==> config.mk <==
export PLATFORM = sky130hd
export DESIGN_NAME = aes_mix_columns_seq
export DESIGN_NICKNAME = d
export VERILOG_FILES = /design/src/rtl/aes_pkg.sv /design/src/rtl/aes_mix_column_word.sv /design/src/rtl/aes_mix_columns_seq.sv
export SDC_FILE = /design/constraint.sdc
export NUM_CORES = 1
export LEC_CHECK = 0
export ABC_AREA = 1
export BUFFER_PORTS_ARGS = -buffer_cell sky130_fd_sc_hd__buf_2
export CORE_MARGIN = 4
export CORE_UTILIZATION = 51
export DETAILED_ROUTE_END_ITERATION = 8
export PLACE_DENSITY_LB_ADDON = 0.05
export REMOVE_ABC_BUFFERS = 1
export SYNTH_ARGS = -nofsm -noshare
export SYNTH_HDL_FRONTEND = slang
export SYNTH_HIERARCHICAL = 1
export SYNTH_SLANG_ARGS = --single-unit
==> constraint.sdc <==
create_clock -name clk -period 3.1 [get_ports clk]
set_input_delay 0 -clock clk [delete_from_list [all_inputs] [get_ports clk]]
set_output_delay 0 -clock clk [all_outputs]
set_load 0.02 [all_outputs]
==> src/rtl/aes_pkg.sv <==
`default_nettype none
// ============================================================================
// Package     : aes_pkg
// Description : Shared AES definitions for the MixColumns engine: state and
//               column widths, FSM state encoding, the GF(2^8) xtime helper
//               and a byte-index macro for the byte-0-at-MSB state ordering.
// Ports       : none (package)
// Revision    : 1.0 - initial release
// ============================================================================

`ifndef AES_PKG_BYTE_MSB
`define AES_PKG_BYTE_MSB
// MSB bit index of byte k in a 128-bit state where byte 0 sits at bits 127:120.
`define AES_BYTE_MSB(k) (127 - 8 * (k))
`endif

package aes_pkg;

  localparam int AES_STATE_W = 128;
  localparam int AES_COL_W   = 32;

  typedef enum logic [1:0] {
    ST_IDLE = 2'd0,
    ST_BUSY = 2'd1,
    ST_DONE = 2'd2
  } fsm_e;

  // Multiply by x (0x02) in GF(2^8) modulo x^8 + x^4 + x^3 + x + 1.
  function automatic logic [7:0] xtime(input logic [7:0] b);
    return {b[6:0], 1'b0} ^ (b[7] ? 8'h1B : 8'h00);
  endfunction

endpackage

`default_nettype wire

==> src/rtl/aes_mix_column_word.sv <==
`default_nettype none
// ============================================================================
// Module      : aes_mix_column_word
// Description : Combinational MixColumns / InvMixColumns on one 32-bit column.
//               Row r of the column is byte col_in[31-8r -: 8].
// Ports       : col_in  [31:0] input column
//               dec            1 = InvMixColumns, 0 = MixColumns
//               col_out [31:0] transformed column
// Revision    : 1.0 - initial release
// ============================================================================
module aes_mix_column_word
  import aes_pkg::*;
(
  input  logic [AES_COL_W-1:0] col_in,
  input  logic                 dec,
  output logic [AES_COL_W-1:0] col_out
);

  logic [7:0] a_in  [4];
  logic [7:0] a_pre [4];
  logic [7:0] u_w;
  logic [7:0] v_w;
  logic [7:0] t_w;

  always_comb begin
    for (int r = 0; r < 4; r++) begin
      a_in[r] = col_in[31-8*r -: 8];
    end

    // The inverse matrix factors as forward matrix times a cheap
    // pre-conditioning step: fold 04*(a0^a2) into rows 0/2 and
    // 04*(a1^a3) into rows 1/3, then apply the forward transform.
    u_w = xtime(xtime(a_in[0] ^ a_in[2]));
    v_w = xtime(xtime(a_in[1] ^ a_in[3]));

    a_pre[0] = dec ? (a_in[0] ^ u_w) : a_in[0];
    a_pre[1] = dec ? (a_in[1] ^ v_w) : a_in[1];
    a_pre[2] = dec ? (a_in[2] ^ u_w) : a_in[2];
    a_pre[3] = dec ? (a_in[3] ^ v_w) : a_in[3];

    // out_r = 02*a_r ^ 03*a_{r+1} ^ a_{r+2} ^ a_{r+3}
    //       = a_r ^ t ^ 02*(a_r ^ a_{r+1}),  t = xor of all four rows.
    t_w = a_pre[0] ^ a_pre[1] ^ a_pre[2] ^ a_pre[3];

    col_out[31:24] = a_pre[0] ^ t_w ^ xtime(a_pre[0] ^ a_pre[1]);
    col_out[23:16] = a_pre[1] ^ t_w ^ xtime(a_pre[1] ^ a_pre[2]);
    col_out[15:8]  = a_pre[2] ^ t_w ^ xtime(a_pre[2] ^ a_pre[3]);
    col_out[7:0]   = a_pre[3] ^ t_w ^ xtime(a_pre[3] ^ a_pre[0]);
  end

endmodule

`default_nettype wire

==> src/rtl/aes_mix_columns_seq.sv <==
`default_nettype none
// ============================================================================
// Module      : aes_mix_columns_seq
// Description : Sequential MixColumns / InvMixColumns engine. Accepts one AES
//               state, transforms one column per cycle through a single
//               column unit, then presents the full result until taken.
// Ports       : clk, rst_n          clock, synchronous active-low reset
//               in_valid/in_ready  input handshake
//               in_state [127:0]   AES state, byte k at [127-8k -: 8]
//               in_dec             1 = inverse direction, latched on accept
//               out_valid/out_ready output handshake
//               out_state [127:0]  transformed state, same byte ordering
//               busy               block in flight (BUSY or DONE)
// Revision    : 1.0 - initial release
// ============================================================================
module aes_mix_columns_seq
  import aes_pkg::*;
#(
  parameter int NCOL = 4
) (
  input  logic                   clk,
  input  logic                   rst_n,
  input  logic                   in_valid,
  output logic                   in_ready,
  input  logic [AES_STATE_W-1:0] in_state,
  input  logic                   in_dec,
  output logic                   out_valid,
  input  logic                   out_ready,
  output logic [AES_STATE_W-1:0] out_state,
  output logic                   busy
);

  fsm_e                   fsm_q,     fsm_d;
  logic [1:0]             col_cnt_q, col_cnt_d;
  logic                   dec_q,     dec_d;
  logic [AES_STATE_W-1:0] state_q,   state_d;
  logic [AES_STATE_W-1:0] res_q,     res_d;

  logic [AES_COL_W-1:0]   col_in;
  logic [AES_COL_W-1:0]   col_out;

  // Single column unit shared across all columns of the block.
  aes_mix_column_word u_word (
    .col_in  (col_in),
    .dec     (dec_q),
    .col_out (col_out)
  );

  always_comb begin
    col_in = '0;
    for (int c = 0; c < NCOL; c++) begin
      if (col_cnt_q == c[1:0]) begin
        col_in = state_q[`AES_BYTE_MSB(4*c) -: AES_COL_W];
      end
    end
  end

  // All outputs decode directly from the state register, so out_ready never
  // reaches in_ready combinationally.
  assign in_ready  = (fsm_q == ST_IDLE);
  assign out_valid = (fsm_q == ST_DONE);
  assign busy      = (fsm_q != ST_IDLE);
  assign out_state = res_q;

  always_comb begin
    fsm_d     = fsm_q;
    col_cnt_d = col_cnt_q;
    dec_d     = dec_q;
    state_d   = state_q;
    res_d     = res_q;

    case (fsm_q)
      ST_IDLE: begin
        if (in_valid && in_ready) begin
          state_d   = in_state;
          dec_d     = in_dec;
          col_cnt_d = 2'd0;
          fsm_d     = ST_BUSY;
        end
      end
      ST_BUSY: begin
        for (int c = 0; c < NCOL; c++) begin
          if (col_cnt_q == c[1:0]) begin
            res_d[`AES_BYTE_MSB(4*c) -: AES_COL_W] = col_out;
          end
        end
        if (col_cnt_q == 2'(NCOL - 1)) begin
          col_cnt_d = 2'd0;
          fsm_d     = ST_DONE;
        end else begin
          col_cnt_d = col_cnt_q + 2'd1;
        end
      end
      ST_DONE: begin
        if (out_ready) begin
          fsm_d = ST_IDLE;
        end
      end
      default: begin
        fsm_d = ST_IDLE;
      end
    endcase
  end

  always_ff @(posedge clk) begin
    if (!rst_n) begin
      fsm_q     <= ST_IDLE;
      col_cnt_q <= 2'd0;
      dec_q     <= 1'b0;
      state_q   <= '0;
      res_q     <= '0;
    end else begin
      fsm_q     <= fsm_d;
      col_cnt_q <= col_cnt_d;
      dec_q     <= dec_d;
      state_q   <= state_d;
      res_q     <= res_d;
    end
  end

endmodule

`default_nettype wire
==> results.env, run 1 <==
WORST_SLEW_PIN_SLEW_NS=0.859
TIMING.CRITICAL_PATH.FANOUT_MAX=6
SYNTH_INSTANCES=1874
FIRST_ITER_VIOLATIONS=1082
NNETSFINAL=2489
RATIO_OF_CELLS_WITH_DRIVE_ABOVE_1_IN_THE_FINAL_LAYOUT_PCT=35.3
GR_USAGE_TOTAL_PCT=27.1
P_PER_AREA_nW_PER_UM2=649
VIOLATIONS_IN_THE_FINAL_REPORTS='negative setup slack'
CRITICAL_PATH_ENDPOINT_CATEGORY='register'
SYNTHESIS.AREA_PER_INSTANCE_UM2=7.18
SWITCHINGPOWER_uW=4850
FINAL-HOLD-VIOLATION-COUNT=0
CRIT_PATH_CATEGORY='reg -> reg'
NUMBER_OF_INSERTED_DIODES=0
DP_HPWL_UM=26500
DIE-AREA_UM2=29000
DRC=0
GP_ROUTABILITY_CONGESTION=0.892
HOLDCRITPATHCLASS='in -> reg'
CTS_INSERTED_BUFFERS=28
PWR-SHARE-CLK_PCT=25.9
DATA_REQUIRED_CRITICAL_PATH_NS=3.58
MAX_CAP_VIOL_COUNT=0
DRTPASS1ITERATIONS=5
WL_PER_CELL_UM=16.6
START_UTIL_PCT=51.8
INSERTION_DELAY_NS=0.55
FIN_WORST_SKEW_NS=0.0168
CTS.SINK_COUNT=261
FINAL.FILL_COUNT=1894
FINAL_CLOCK_PERIOD_UTILIZATION_BY_THE_WORST_PATH_PCT=104
CELLLEAKAGEPOWER_uW=0.00888
CELLINTERNALPOWER_uW=8140
WIRE_LENGTH_OF_THE_FIRST_GLOBAL_ROUTING_PASS_UM=64900
MAX_SLEW_MARGIN_PCT=42.5
CTS_MAX_LEVEL=1
FINALWORSTSETUPSLACK_NS=-0.119
AVGVIACOUNTPERCELL=5.22
RUN_STATUS='complete, but fails checks'
SEQPWRFRAC_PCT=29.2
DP_SLACK_NS=-0.106
CLOCK-ROOT-BUFFER='sky130_fd_sc_hd__clkbuf_16'
GRT_PASS1_VIAS=12800
SYNTH.YOSYS.WARNINGS=6
FP-ROW-COUNT=59
CLOCK.FMAX_GHz=0.311
AREA_GROWTH_SYN_TO_LAYOUT_PCT=48.9
WORST_EP_ARRIVAL_TIME_NS=3.70
TOTAL_VIA_COUNT_IN_THE_ROUTED_DESIGN=14100
CHIPWIDTH_UM=170
POSTROUTEANTENNANETS=0
SYNTH_SEQ_CELLS=261
FIN_UTIL_PCT=77.0
GRT_START_MAX_NET_PINS=131
SETUP_VIOLATIONS=6
TOTAL_POWER_uW=13000
MAX_STAGE_DELAY_NS=0.36
SERIES_OF_CELL_INSTANCES_ALONG_THE_CRITICAL_PATH='inv_4 > ha_4 > clkinvlp_4 > buf_6 > clkbuf_16 > nor2_4 > nor2_1 > nand2_1 > nand2_2 > inv_2 > nand2_2 > nand2_4 > nand2_2 > nand3_4 > xor2_4 > nand2_1 > nand2_1 > nand2_1 > nand2_2 > xor2_1 > buf_4 > nand3_1 > a21oi_2'
IO_BUFFER_COUNT=263
FLOORPLAN.CORE_AREA_UM2=26000
CPMAXSTAGEDELAYCELL='sky130_fd_sc_hd__dfxtp_4'
ANTENNA_FOUND_INITIAL=0
SYN_AREA_UM2=13400
CLK_PATH_BUF_DEPTH=3
VDD_IR_DROP_MAX_uV=589
PATH_CLK_SLEW_NS=0.06
WHS_NS=0.224
POWER.SWITCHING_FRACTION_PCT=37.3
COMBINATIONALPOWERSHARE_PCT=44.9
SETUP.WORST_PATH.START_CLASS='register'
SYNTH-SEQ-AREA-SHARE_PCT=38.9
TIMING.FINAL.CRIT_PERIOD_NS=3.22
CTS_TREE='yes'
DIE-HEIGHT_UM=170
IO_PINS=264
GRT_REMAINING_OVERFLOW=0
SLEW_VIOL_FINAL=0
GRT_SETUP_UNREPAIRED='true'
SYNTHDISTINCTLIBCELLS=31
ROUTE.FINAL.WIRE_LENGTH_UM=44900
layer usage:
metal,vias to the layer above,wire [um],global-route usage [%]
li1,6962,-,-
met1,6573,18800,36.4
met2,508,22200,46.5
met3,89,2680,3.32
met4,0,1210,6.63
met5,-,0,0
sequential cells by signal, summed over array words and instances (netlist names):
signal,cells
state_q,128
dec_q,1
fsm_q,2
col_cnt_q,2
out_state,128
critical path: cells and delay by family, from the launching register on:
family,cells,cell delay [ns]
flops,1,0.36
buf+inv,6,0.75
xor+xnor,2,0.47
fa+ha+maj,1,0.17
compound gates,1,0.17
simple gates,13,1.21
power groups by stage:
| stage | Sequential (uW) | Clock (uW) | Combinational [uW] |
|---|---|---|---|
| 6_report | 3800 | 3370 | 5830 |
| 5_1_grt | 3820 | 3550 | 6270 |
| 4_1_cts | 3790 | 3400 | 4610 |
| 3_5_place_dp | 3860 | 0 | 4360 |
| 3_3_place_gp | 3850 | 0 | 4310 |
| 2_1_floorplan | 3980 | 0 | 2490 |
placed cells by master (no fill, tap or decap), types with 10 or more instances in the layout:
| master | count |
|---|---|
| sky130_fd_sc_hd__nand2_1 | 335 |
| sky130_fd_sc_hd__nor2_1 | 312 |
| sky130_fd_sc_hd__buf_2 | 263 |
| sky130_fd_sc_hd__dfxtp_1 | 259 |
| sky130_fd_sc_hd__nand3_1 | 175 |
| sky130_fd_sc_hd__dlygate4sd3_1 | 133 |
| sky130_fd_sc_hd__buf_4 | 133 |
| sky130_fd_sc_hd__o21bai_1 | 129 |
| sky130_fd_sc_hd__a21oi_1 | 128 |
| sky130_fd_sc_hd__nand2_2 | 123 |
| sky130_fd_sc_hd__a21oi_2 | 37 |
| sky130_fd_sc_hd__inv_2 | 36 |
| sky130_fd_sc_hd__clkbuf_16 | 33 |
| sky130_fd_sc_hd__xor2_2 | 27 |
| sky130_fd_sc_hd__nand2_4 | 25 |
| sky130_fd_sc_hd__buf_6 | 24 |
| sky130_fd_sc_hd__xor2_4 | 24 |
| sky130_fd_sc_hd__xor2_1 | 24 |
| sky130_fd_sc_hd__nand3_2 | 18 |
| sky130_fd_sc_hd__buf_12 | 15 |
| sky130_fd_sc_hd__inv_1 | 14 |
| sky130_fd_sc_hd__xnor2_1 | 12 |
| sky130_fd_sc_hd__nor2_4 | 11 |
| sky130_fd_sc_hd__xnor2_2 | 11 |
| sky130_fd_sc_hd__clkbuf_8 | 10 |
| sky130_fd_sc_hd__nand3_4 | 10 |
| sky130_fd_sc_hd__xnor2_4 | 10 |
logic make-up after synthesis:
| kind of cell | count (synthesis) | share of synthesized area (%) |
|---|---|---|
| AO/OA/AOI/OAI | 298 | 13.6 |
| XOR/XNOR | 108 | 9.01 |
| flip-flops | 261 | 38.9 |
| buffers and inverters | 180 | 6.49 |
| adder cells (fa/ha/maj) | 4 | 0.372 |
| AND/OR/NAND/NOR | 1023 | 31.7 |
path summary, 6_finish.rpt:
path	startpoint	end	slack [ns]	depth (start not counted)
hold / removal	in_state[126]	state_q[126]	0.22	4
setup reg to reg	col_cnt_q[0]	out_state[18]	-0.12	23
hold reg to reg	out_state[28]	out_state[28]	0.46	2
setup / recovery	col_cnt_q[0]	out_state[18]	-0.12	23
cells in the mapped netlist:
cell	number	area (um^2)
sky130_fd_sc_hd__a21oi_2	1	8.76
sky130_fd_sc_hd__xnor2_1	27	236
sky130_fd_sc_hd__nand3_2	7	70.1
sky130_fd_sc_hd__nand3_4	3	52.6
sky130_fd_sc_hd__inv_2	13	48.8
sky130_fd_sc_hd__clkinv_1	2	7.51
sky130_fd_sc_hd__xor2_1	53	464
sky130_fd_sc_hd__buf_1	7	26.3
sky130_fd_sc_hd__xnor2_2	6	97.6
sky130_fd_sc_hd__ha_1	4	50.1
sky130_fd_sc_hd__xor2_4	5	138
sky130_fd_sc_hd__nor2_2	2	12.5
sky130_fd_sc_hd__xor2_2	17	277
sky130_fd_sc_hd__nor2_4	1	11.3
sky130_fd_sc_hd__nand2_4	5	56.3
sky130_fd_sc_hd__buf_6	11	124
sky130_fd_sc_hd__o21ai_2	2	17.5
sky130_fd_sc_hd__nor2_1	328	1230
sky130_fd_sc_hd__nand3b_1	3	22.5
sky130_fd_sc_hd__inv_1	41	154
sky130_fd_sc_hd__dfxtp_1	261	5230
sky130_fd_sc_hd__clkbuf_1	50	188
sky130_fd_sc_hd__nand2_1	467	1750
sky130_fd_sc_hd__buf_2	38	190
sky130_fd_sc_hd__o21bai_1	129	968
sky130_fd_sc_hd__nand3_1	193	966
sky130_fd_sc_hd__nand2_2	12	75.1
sky130_fd_sc_hd__o21ai_0	2	10.0
sky130_fd_sc_hd__buf_4	18	135
sky130_fd_sc_hd__nand4_1	2	12.5
sky130_fd_sc_hd__a21oi_1	164	821
per-stage QoR:
step	area, um^2	instances	TNS, ns
after floorplan	12800	1750	-271.90
after global placement	15700	2476	-0.723
after detailed placement	15700	2476	-3.29
after CTS	18100	2660	-0.0120
after global routing	20000	2706	-12.27
final	20000	2706	-0.365
cell type report:
type / instances / area (um^2) / area share (%)
timing repair buffer: 572 / 4320 / 21.6
sequential: 261 / 5230 / 26.1
inverter: 56 / 234 / 1.17
clock buffer: 45 / 886 / 4.43
multi-input combinational: 1433 / 8890 / 44.4
tap: 335 / 419 / 2.09
clock inverter: 4 / 45.0 / 0.225
what timing repair did:
action                                  in CTS  in global routing
endpoints found under the setup margin      83                125
hold endpoints to repair                   132                  0
hold buffers                               133                  0
resized for setup                           22                356
gates cloned                                 0                  7
buffers inserted                             2                 39
pin swaps                                    5                 80
Power figures use the tool's default switching activity.
==> inputs of run 2 (changes only) <==
ABC_AREA = not set   (was 1)
CORE_UTILIZATION = 49   (was 51)
==> results.env, run 2 <==
RUN_STATUS='complete, but fails checks'
VIOLATIONS_IN_THE_FINAL_REPORTS='negative setup slack'
MAX_SLEW_MARGIN_PCT=49.1  # +6.5 points
DRC=0  # unchanged
GRT_START_MAX_NET_PINS=120  # -8.4%
NNETSFINAL=2122  # -15%
DP_HPWL_UM=22900  # -14%
CP_TOP_FAMILY='XOR/XNOR gates'
CPMAXSTAGEDELAYCELL='sky130_fd_sc_hd__or3b_2'
SYNTH.YOSYS.WARNINGS=6  # unchanged
RATIO_OF_CELLS_WITH_DRIVE_ABOVE_1_IN_THE_FINAL_LAYOUT_PCT=36.2  # +0.88 points
SETUP.WORST_PATH.START_CLASS='register'
CLK_PATH_BUF_DEPTH=3  # unchanged
FINAL_DESIGN_AREA_NO_FILL_UM2=19400  # -2.9%
MOSTFREQUENTLAYOUTCELL='sky130_fd_sc_hd__buf_2'
POSTSYNTH.TOPFLOPCELL='sky130_fd_sc_hd__dfxtp_1'
INSERTION_DELAY_NS=0.55  # about the same
NETLIST_TOP_CELLS_AREA='sky130_fd_sc_hd__dfxtp_1, sky130_fd_sc_hd__nand3_1, sky130_fd_sc_hd__o21ai_0'
TIMING.FINAL.CRIT_PERIOD_NS=3.39  # +0.168 ns
TIMING.SETUP.TNS_NS=-17.36  # -17.00 ns
CTS_TREE='yes'
FINAL_CLOCK_PERIOD_UTILIZATION_BY_THE_WORST_PATH_PCT=109  # +5.4 points
P_PER_AREA_nW_PER_UM2=562  # -13%
IO_PINS=264  # unchanged
DATA_REQUIRED_CRITICAL_PATH_NS=3.49  # -0.09 ns
SYNTHMOSTINSTANTIATEDCELL='sky130_fd_sc_hd__dfxtp_1'
CRIT_PATH_CATEGORY='reg -> reg'
GRT_SETUP_UNREPAIRED='true'
FP-ROW-COUNT=57  # -3.4%
NETLIST.AREA_LEADER.SHARE_PCT=43.4  # +4.6 points
ANTENNA_FOUND_INITIAL=0  # unchanged
CTS_MAX_LEVEL=1  # unchanged
DRTPASS1ITERATIONS=8  # +3
MOSTFREQUENTLAYOUTCELLS='sky130_fd_sc_hd__buf_2, sky130_fd_sc_hd__dfxtp_1, sky130_fd_sc_hd__nand3_1'
SYNTH_TOP_FAMILY_BY_AREA='simple AND/OR/NAND/NOR gates'
SYNTHDISTINCTLIBCELLS=36  # +16%
AREA_GROWTH_SYN_TO_LAYOUT_PCT=61.5
SYNTH_ASYNC_SR_FLOP_SHARE_PCT=0  # unchanged
AVGVIACOUNTPERCELL=5.46  # +4.6%
TIMING.CRITICAL_PATH.FANOUT_MAX=8  # +2
NETLIST_TOP_CELLS_COUNT='sky130_fd_sc_hd__dfxtp_1, sky130_fd_sc_hd__nand3_1, sky130_fd_sc_hd__o21ai_0'
SYNTHESIS.AREA_PER_INSTANCE_UM2=8.41  # +17%
WL_PER_CELL_UM=18.3  # +10%
MAX_CAP_VIOL_COUNT=0  # unchanged
FINALWORSTSETUPSLACK_NS=-0.287  # -0.168 ns
SYNTH_COMPOUND_AREA_SHARE_PCT=13.9  # +0.34 points
CLOCK.FMAX_GHz=0.295  # -5.0%
POST_SYNTH_MUX_AREA_SHARE_PCT=0.0832  # +0.083 points
FINAL.FILL_COUNT=1494  # -21%
SYNTH-EDFF-COUNT=0  # unchanged
CLOCK-ROOT-BUFFER='sky130_fd_sc_hd__clkbuf_16'
ROUTE.FINAL.WIRE_LENGTH_UM=42500  # -5.3%
FIRST_ITER_VIOLATIONS=986  # -8.9%
HOLDCRITPATHCLASS='in -> reg'
SLEW_VIOL_FINAL=0  # unchanged
SYNTH_XOR_AREA_SHARE_PCT=14.0  # +5.0 points
SERIES_OF_CELL_INSTANCES_ALONG_THE_CRITICAL_PATH='inv_4 > ha_4 > buf_6 > or3b_2 > o21ai_2 > a31oi_4 > xor2_2 > nand2_2 > xor2_2 > buf_6 > xnor2_4 > xnor2_2 > xnor3_1 > nand2_2 > o21ai_0'
CHIPWIDTH_UM=165  # -3.3%
SYNTH_SIMPLE_GATE_AREA_SHARE_PCT=22.7  # -9.0 points
GRT_PASS1_VIAS=11800  # -8.0%
SETUP_VIOLATIONS=113  # +107
PATH_CLK_SLEW_NS=0.06  # about the same
FIN_WORST_SKEW_NS=0.0320  # +0.0152 ns
MAX_STAGE_DELAY_NS=0.45  # +0.09 ns
POST_DP_CELL_AREA_UM2=14200  # -9.1%
SYNTH_INSTANCES=1432  # -24%
POSTROUTEANTENNANETS=0  # unchanged
WIRE_LENGTH_OF_THE_FIRST_GLOBAL_ROUTING_PASS_UM=60600  # -6.7%
WORST_EP_ARRIVAL_TIME_NS=3.77  # +0.07 ns
TOTAL_VIA_COUNT_IN_THE_ROUTED_DESIGN=12700  # -10%
DP_SLACK_NS=-0.535  # -0.430 ns
FIN_UTIL_PCT=80.2  # +3.1 points
GR_USAGE_TOTAL_PCT=27.4  # +0.31 points
VDD_IR_DROP_MAX_uV=379  # -36%
MOST_AREA_HUNGRY_CELL_TYPE_IN_THE_YOSYS_NETLIST='sky130_fd_sc_hd__dfxtp_1'
NUMBER_OF_INSERTED_DIODES=0  # unchanged
GRT_REMAINING_OVERFLOW=0  # unchanged
CRITICAL_PATH_ENDPOINT_CATEGORY='register'
WORST_SLEW_PIN_SLEW_NS=0.764  # -0.0958 ns
DIE-HEIGHT_UM=165  # -3.3%
IO_BUFFER_COUNT=263  # unchanged
GP_ROUTABILITY_CONGESTION=0.831  # -6.8%
FLOORPLAN.CORE_AREA_UM2=24200  # -6.7%
WHS_NS=0.216  # -0.00708 ns
CTS.SINK_COUNT=261  # unchanged
START_UTIL_PCT=49.6  # -2.1 points
SYNTH-SEQ-AREA-SHARE_PCT=43.4  # +4.6 points
FINAL-HOLD-VIOLATION-COUNT=0  # unchanged
TIMING.CRITICAL_PATH.BUF_INV=3  # -3
ADDER_CELL_SHARE_OF_THE_SYNTHESIZED_AREA_PCT=0.416  # +0.044 points
DIE-AREA_UM2=27100  # -6.5%
SYN_AREA_UM2=12000  # -11%
CELLLEAKAGEPOWER_uW=0.00801  # -9.9%
SYNTH_SEQ_CELLS=261  # unchanged
CTS_INSERTED_BUFFERS=27  # -3.6%
## run 2: layout make-up
| class | count | area (um^2) | area share (%) |
|---|---|---|---|
| Inverter | 4 | 20.0 | 0.103 |
| Tap cell | 324 | 405 | 2.09 |
| Timing Repair Buffer | 653 | 5140 | 26.4 |
| Clock buffer | 40 | 785 | 4.04 |
| Sequential cell | 261 | 5230 | 26.9 |
| Multi-Input combinational cell | 1038 | 7760 | 39.9 |
| Clock inverter | 8 | 96.3 | 0.496 |
## run 2: worst register-to-register path, stage by stage (launching register included)
cell	delay, ns
sky130_fd_sc_hd__dfxtp_4	0.37
sky130_fd_sc_hd__inv_4	0.06
sky130_fd_sc_hd__ha_4	0.23
sky130_fd_sc_hd__buf_6	0.14
sky130_fd_sc_hd__or3b_2	0.45
sky130_fd_sc_hd__o21ai_2	0.11
sky130_fd_sc_hd__a31oi_4	0.06
sky130_fd_sc_hd__xor2_2	0.21
sky130_fd_sc_hd__nand2_2	0.14
sky130_fd_sc_hd__xor2_2	0.25
sky130_fd_sc_hd__buf_6	0.15
sky130_fd_sc_hd__xnor2_4	0.26
sky130_fd_sc_hd__xnor2_2	0.16
sky130_fd_sc_hd__xnor3_1	0.42
sky130_fd_sc_hd__nand2_2	0.10
sky130_fd_sc_hd__o21ai_0	0.09
## run 2: worst paths after layout
check | to | from | slack (ns) | cells past startpoint
worst max register to register | out_state[57] | col_cnt_q[0] | -0.29 | 15
worst min-delay path | state_q[84] | in_state[84] | 0.22 | 4
worst max-delay path | out_state[57] | col_cnt_q[0] | -0.29 | 15
worst min register to register | state_q[34] | state_q[34] | 0.44 | 2
## run 2: power by group
part	total, uW	switching, uW	internal (uW)
clock network	3240	1330	1910
registers	3740	154	3590
logic	3950	1970	1980
## run 2: cells by family after synthesis
logic type,Yosys count
muxes,1
adders and majority gates,4
DFF,261
buffers and inverters,133
AOI/OAI and AO/OA,325
xor gates and xnor gates,160
and+or+nand+nor,548
## run 2: through the flow
step	std cells	power [uW]
2_1_floorplan	1303	5440
3_3_place_gp	2020	6490
3_5_place_dp	2020	6520
4_1_cts	2296	10200
5_1_grt	2328	11300
6_report	2328	10900
## run 2: timing repair
action                     4_1_cts  5_1_grt
setup endpoints to repair      128      134
cloned                           2        5
pin swaps                       39      100
buffers inserted                19       35
hold endpoints to repair       138        0
resized for setup              193      244
hold buffers                   209        0
## run 2: per-layer routing
layer	track usage, %	share of wire [%]	vias to the layer above
met2	45.9	49	566
met1	36.3	41	5968
met4	8.88	3.7	0
li1	-	-	6045
met5	0	0	-
met3	4.29	7.1	143
